<file path="config.mk">
export PLATFORM = sky130hd
export DESIGN_NAME = sram_responder
export DESIGN_NICKNAME = d
export VERILOG_FILES = /design/src/rtl/sram_responder.sv
export SDC_FILE = /design/constraint.sdc
export NUM_CORES = 2
export LEC_CHECK = 0
export BUFFER_PORTS_ARGS = -buffer_cell sky130_fd_sc_hd__buf_4
export CAP_MARGIN = 40
export CORE_UTILIZATION = 59
export CTS_BUF_LIST = sky130_fd_sc_hd__clkbuf_8
export CTS_CLUSTER_DIAMETER = 150
export DETAILED_ROUTE_END_ITERATION = 16
export PLACE_DENSITY = 0.79
export SLEW_MARGIN = 15
export SYNTH_ARGS = -nofsm -noshare
export SYNTH_HDL_FRONTEND = slang
export SYNTH_SLANG_ARGS = --single-unit
export TNS_END_PERCENT = 1
</file>
<file path="constraint.sdc">
create_clock -name Clk -period 5.23 [get_ports Clk]
set_input_delay 0.7845 -clock Clk [delete_from_list [all_inputs] [get_ports Clk]]
set_output_delay 0.7845 -clock Clk [all_outputs]
set_load 0.03 [all_outputs]
</file>
<file path="src/rtl/sram_responder.sv">
// Clocked model of an asynchronous 256x16 SRAM as seen by a memory controller:
// registered reads, one byte-lane write per WE pulse, preload port and usage counters.
module sram_responder (
  input  logic        Clk,
  input  logic        Reset,
  input  logic        Mem_CE,
  input  logic        Mem_OE,
  input  logic        Mem_WE,
  input  logic        Mem_UB,
  input  logic        Mem_LB,
  input  logic [15:0] ADDR,
  input  logic [15:0] Data_to_mem,
  output logic [15:0] Data_from_mem,
  output logic        Data_valid,
  input  logic        Init_we,
  input  logic [7:0]  Init_addr,
  input  logic [15:0] Init_data,
  output logic        Init_ack,
  output logic [15:0] Rd_count,
  output logic [15:0] Wr_count,
  output logic        Conflict
);

  typedef enum logic [1:0] {IDLE, RD_ACTIVE, WR_ARM, WR_DONE} state_t;

  state_t      state, state_nxt;
  logic [15:0] mem [0:255];
  logic [7:0]  wr_addr;
  logic [15:0] wr_data;
  logic        sel, rd_req, wr_req, clash;
  logic        commit, arm, rd_enter, rd_load;
  logic [15:0] rd_word, rd_lanes;
  logic        unused_addr_hi;

  assign unused_addr_hi = ^ADDR[15:8];

  assign sel    = ~Mem_CE;
  assign rd_req = sel & ~Mem_OE &  Mem_WE;
  assign wr_req = sel &  Mem_OE & ~Mem_WE;
  assign clash  = sel & ~Mem_OE & ~Mem_WE;

  // NOTE: sequential state uses non-blocking assignments so every register samples pre-edge values.
  always_ff @(posedge Clk or posedge Reset) begin
    if (Reset) state <= IDLE;
    else       state <= state_nxt;
  end

  // A deselect or an OE/WE clash always parks the FSM in IDLE without touching the array.
  always_comb begin
    // NOTE: default assignment first, so no path through this block infers a latch.
    state_nxt = state;
    if (!sel || clash) begin
      state_nxt = IDLE;
    end else begin
      unique case (state)
        IDLE: begin
          if (rd_req)      state_nxt = RD_ACTIVE;
          else if (wr_req) state_nxt = WR_ARM;
        end
        RD_ACTIVE: if (!rd_req) state_nxt = IDLE;
        WR_ARM:    state_nxt = Mem_WE ? IDLE : WR_DONE;
        WR_DONE:   if (Mem_WE) state_nxt = IDLE;
        default:   state_nxt = IDLE;
      endcase
    end
  end

  always_comb begin
    arm      = (state == IDLE)   && (state_nxt == WR_ARM);
    commit   = (state == WR_ARM) && (state_nxt == WR_DONE);
    rd_enter = (state == IDLE)   && (state_nxt == RD_ACTIVE);
    rd_load  = (state_nxt == RD_ACTIVE);
  end

  assign rd_word  = mem[ADDR[7:0]];
  assign rd_lanes = {Mem_UB ? 8'h00 : rd_word[15:8], Mem_LB ? 8'h00 : rd_word[7:0]};

  // NOTE: the array and the write latch have no reset; contents must survive Reset.
  always_ff @(posedge Clk) begin
    if (arm) begin
      wr_addr <= ADDR[7:0];
      wr_data <= Data_to_mem;
    end
    if (commit) begin
      if (!Mem_UB) mem[wr_addr][15:8] <= wr_data[15:8];
      if (!Mem_LB) mem[wr_addr][7:0]  <= wr_data[7:0];
    end else if (Init_we) begin
      mem[Init_addr] <= Init_data;
    end
  end

  always_ff @(posedge Clk or posedge Reset) begin
    if (Reset) begin
      Data_from_mem <= 16'h0000;
      Data_valid    <= 1'b0;
      Init_ack      <= 1'b0;
      Rd_count      <= 16'h0000;
      Wr_count      <= 16'h0000;
      Conflict      <= 1'b0;
    end else begin
      Data_valid <= rd_load;
      Init_ack   <= Init_we & ~commit;
      if (rd_load)                         Data_from_mem <= rd_lanes;
      if (rd_enter && Rd_count != 16'hFFFF) Rd_count     <= Rd_count + 16'd1;
      if (commit && Wr_count != 16'hFFFF)   Wr_count     <= Wr_count + 16'd1;
      if (clash)                           Conflict      <= 1'b1;
    end
  end

endmodule

</file>
==> reports/summary.txt <==
Die area -> 0.278 mm2
RSZ-0062 raised after global routing -> no
Most frequent cell on the critical path -> buf_4
Tot GR Track Use -> 0.312
Worst-Skew Late Latency -> 1.09 ns
Total Routed Length -> 434 mm
Setup tns final -> 0 ns
Worst setup EP type -> flop
Synth warn -> 0
Fin. Hold Viols -> 0
Setup-failing EPs final -> 0
Initial antenna violation count -> 28
Max Freq -> 240 MHz
Avg WL per Cell -> 34.4 um
Max Cap Viol -> 0
Critical path class -> in2reg
Overall Power -> 0.0658 W
Post-route ant nets -> 0
Leakage -> 58.1 nW
Area occupied by multi-input gates -> 0.0351 mm2
Area grow syn2layout -> 11.3%
Final Max Slew Viols -> 0
Outcome -> finished, final reports clean
RD Place Congestion -> 0.946
Clock slew at reported path FFs -> 0.06 ns
Mapped Cells -> 7933
CTS buffer count -> 631
Iteration-0 DRC Markers -> 13600
Vias in the first global route -> 86400
Post-synth net total -> 7999
Met1 GRT Util -> 0.411
Post-synthesis cell area -> 0.163 mm2
GR peak layer -> met2
Clk sink count -> 4173
Drt first pass iters -> 8
Sequential cell area -> 0.125 mm2
Final worst path period share -> 0.797
DRC Markers -> 0
Layout Utilization -> 0.661
Hold Slack -> 0.135 ns
Via density -> 6.85
Post-layout nets -> 8622
Largest net degree at the start of global routing -> 157
Pwr dens -> 364 mW/mm2
Yosys reg bits -> 4173
Root Driver -> clkbuf_8
DIE WIDTH -> 527 um
H-tree depth -> 6
Post-synth EDFFs -> 4120
Cts hold-fix bufs -> 21
Core area -> 0.274 mm2
TritonCTS clock tree -> built
Setup bufs post-CTS -> 0
Mapped Avg Cell Area -> 20.5 um2
Worst endpoint required time -> 5.90 ns
HPWL Detailed -> 274 mm
Worst-path fanout max -> 37
Hold Crit Class -> in2reg
GRT met2 Usage -> 0.472
First-pass GRT wire length -> 613 mm
Fill cells -> 16500
Met3 usage -> 0.0914
Slew @ Worst Pin -> 1.06 ns
Port Buf Inserts -> 106
Crit path launch type -> primary input
Initial Util -> 0.593
Cts repair resizes -> 0
Post-synth cell types -> 82
Grt ovf -> 0
Asr flop ratio synth -> 0.0127
Slew Limit Headroom -> 0.290
Ys flop type -> edfxtp_1
Clock Path Buffers -> 4
CP Cell Sequence -> dlygate4sd3_1, buf_4, or4b_4, o21ai_4, inv_4, nor3b_1, a31oi_1, or2_1, buf_4, nand2b_1, nor2_1
Peak supply drop -> 0.206 mV
Tmin final -> 4.17 ns
Critical path arrival -> 4.84 ns
Critical path's largest stage delay -> 0.80 ns
Slowest stage cell, crit path -> nor2_1
Skew final -> 0.0633 ns
Register area share after synthesis -> 0.769
Layout cells sized above 1 -> 0.246
Via count -> 86500
I/O pin count -> 115
FP Rows -> 192
Die Ht -> 527 um
## through the flow
stage          cell area, um2  setup slack, ns  instances
6_report               181000             1.06      12600
3_3_place_gp           169000            0.572      11500
5_1_grt                181000            0.873      12600
4_1_cts                181000             1.09      12600
2_1_floorplan          163000           -0.856       7933
3_5_place_dp           169000            0.600      11500
## logic make-up (layout without fill, tap and decap cells)
logic type,Yosys count,after routing,synth area share
DFF,4173,4173,0.769
muxes,1331,1331,0.148
and+or+nand+nor,1132,1132,0.0313
AOI/OAI and AO/OA,741,741,0.0330
buffers and inverters,524,1601,0.0166
xor gates and xnor gates,30,30,0.00162
adders and majority gates,2,2,0.000154
other,0,27,0
## layer usage
layer,routed length [um],vias up
met1,146000,44000
met2,200000,6927
li1,-,34200
met4,27600,10
met5,106,-
met3,61500,1328
## power breakdown
part | switching, W | total (W) | internal [W]
Combinational | 0.00273 | 0.00402 | 0.00129
Clock | 0.0124 | 0.0247 | 0.0124
Sequential | 0.0000770 | 0.0371 | 0.0370
Total | 0.0152 | 0.0658 | 0.0507
## layout by cell type, fill, tap and decap left out, types with 41 or more instances in the layout
master    instances
a21oi_1         109
a221oi_1         46
a22oi_1         148
buf_12           67
buf_4           386
clkbuf_8        653
clkinv_1        141
clkinv_2         49
dfrtp_1          53
edfxtp_1       4120
inv_1           200
mux2i_1         441
mux4_2          854
nand2_1         203
nand2b_1         41
nand3_1          82
nor2_1          550
nor3_1           42
o21ai_0          47
o221ai_1        108
o22ai_1          95
## synthesized netlist by cell type, types with 7 or more instances
| cell | number | share of area |
|---|---|---|
| a211o_1 | 9 | 0.00049 |
| a211oi_1 | 40 | 0.0018 |
| a21oi_1 | 109 | 0.0034 |
| a221oi_1 | 46 | 0.0025 |
| a22o_1 | 24 | 0.0013 |
| a22oi_1 | 148 | 0.0068 |
| a31oi_1 | 17 | 0.00065 |
| a32oi_1 | 7 | 0.00038 |
| and2_1 | 18 | 0.00069 |
| and3_1 | 11 | 0.00042 |
| buf_1 | 40 | 0.00092 |
| buf_2 | 164 | 0.0051 |
| buf_4 | 76 | 0.0035 |
| buf_6 | 31 | 0.0021 |
| clkbuf_1 | 195 | 0.0045 |
| dfrtp_1 | 53 | 0.0082 |
| edfxtp_1 | 4120 | 0.76 |
| inv_1 | 13 | 0.00030 |
| mux2_2 | 36 | 0.0025 |
| mux2i_1 | 441 | 0.027 |
| mux4_2 | 854 | 0.12 |
| nand2_1 | 220 | 0.0051 |
| nand2b_1 | 45 | 0.0017 |
| nand3_1 | 86 | 0.0026 |
| nand4_1 | 18 | 0.00069 |
| nor2_1 | 556 | 0.013 |
| nor2_2 | 20 | 0.00077 |
| nor2b_1 | 28 | 0.0011 |
| nor3_1 | 44 | 0.0014 |
| nor3b_1 | 11 | 0.00051 |
| nor4_1 | 15 | 0.00058 |
| o2111ai_1 | 7 | 0.00038 |
| o211ai_1 | 11 | 0.00051 |
| o21ai_0 | 48 | 0.0015 |
| o221ai_1 | 108 | 0.0058 |
| o22a_1 | 13 | 0.00070 |
| o22ai_1 | 95 | 0.0037 |
| o31ai_1 | 12 | 0.00055 |
| or2_1 | 13 | 0.00050 |
| or2_2 | 7 | 0.00027 |
| or3_1 | 9 | 0.00035 |
| xnor2_1 | 20 | 0.0011 |
| xor2_1 | 10 | 0.00054 |
## sequential cells by signal (all words and copies together) (netlist names)
signal and count:
wr_data 16, Rd_count 16, Conflict 1, Init_ack 1
Wr_count 16, Data_from_mem 16, state 2, wr_addr 8
mem 4096, Data_valid 1
## final cells by class
class / count / share of cell area
Antenna cell: 27 / 0.000373
Inverter: 18 / 0.000408
Timing Repair Buffer: 496 / 0.0266
Multi-Input combinational cell: 3236 / 0.194
Clock inverter: 434 / 0.0129
Sequential cell: 4173 / 0.691
Clock buffer: 653 / 0.0497
Tap cell: 3589 / 0.0248
## final timing paths
check	from	endpoint	slack [ns]	depth (start not counted)
min reg2reg	Wr_count[14]$_DFFE_PP0P_	Wr_count[14]$_DFFE_PP0P_	0.49	1
max	Mem_WE	mem[81][3]$_DFFE_PP_	1.06	11
min	Mem_OE	Conflict$_DFFE_PP0P_	0.13	3
max reg2reg	state[0]$_DFF_PP0_	mem[81][3]$_DFFE_PP_	1.08	9
max in group asynchronous	Reset	Data_from_mem[14]$_DFFE_PP0P_	3.79	4
min in group asynchronous	Reset	Wr_count[2]$_DFFE_PP0P_	0.23	3
## worst max-delay path, delay by kind of cell
family | cells | cell delay (ns)
and+or+nand+nor | 5 | 2.47
AOI/OAI and AO/OA | 2 | 0.35
buffers and inverters | 4 | 1.17
No activity file was read; power rests on OpenSTA's default activity.
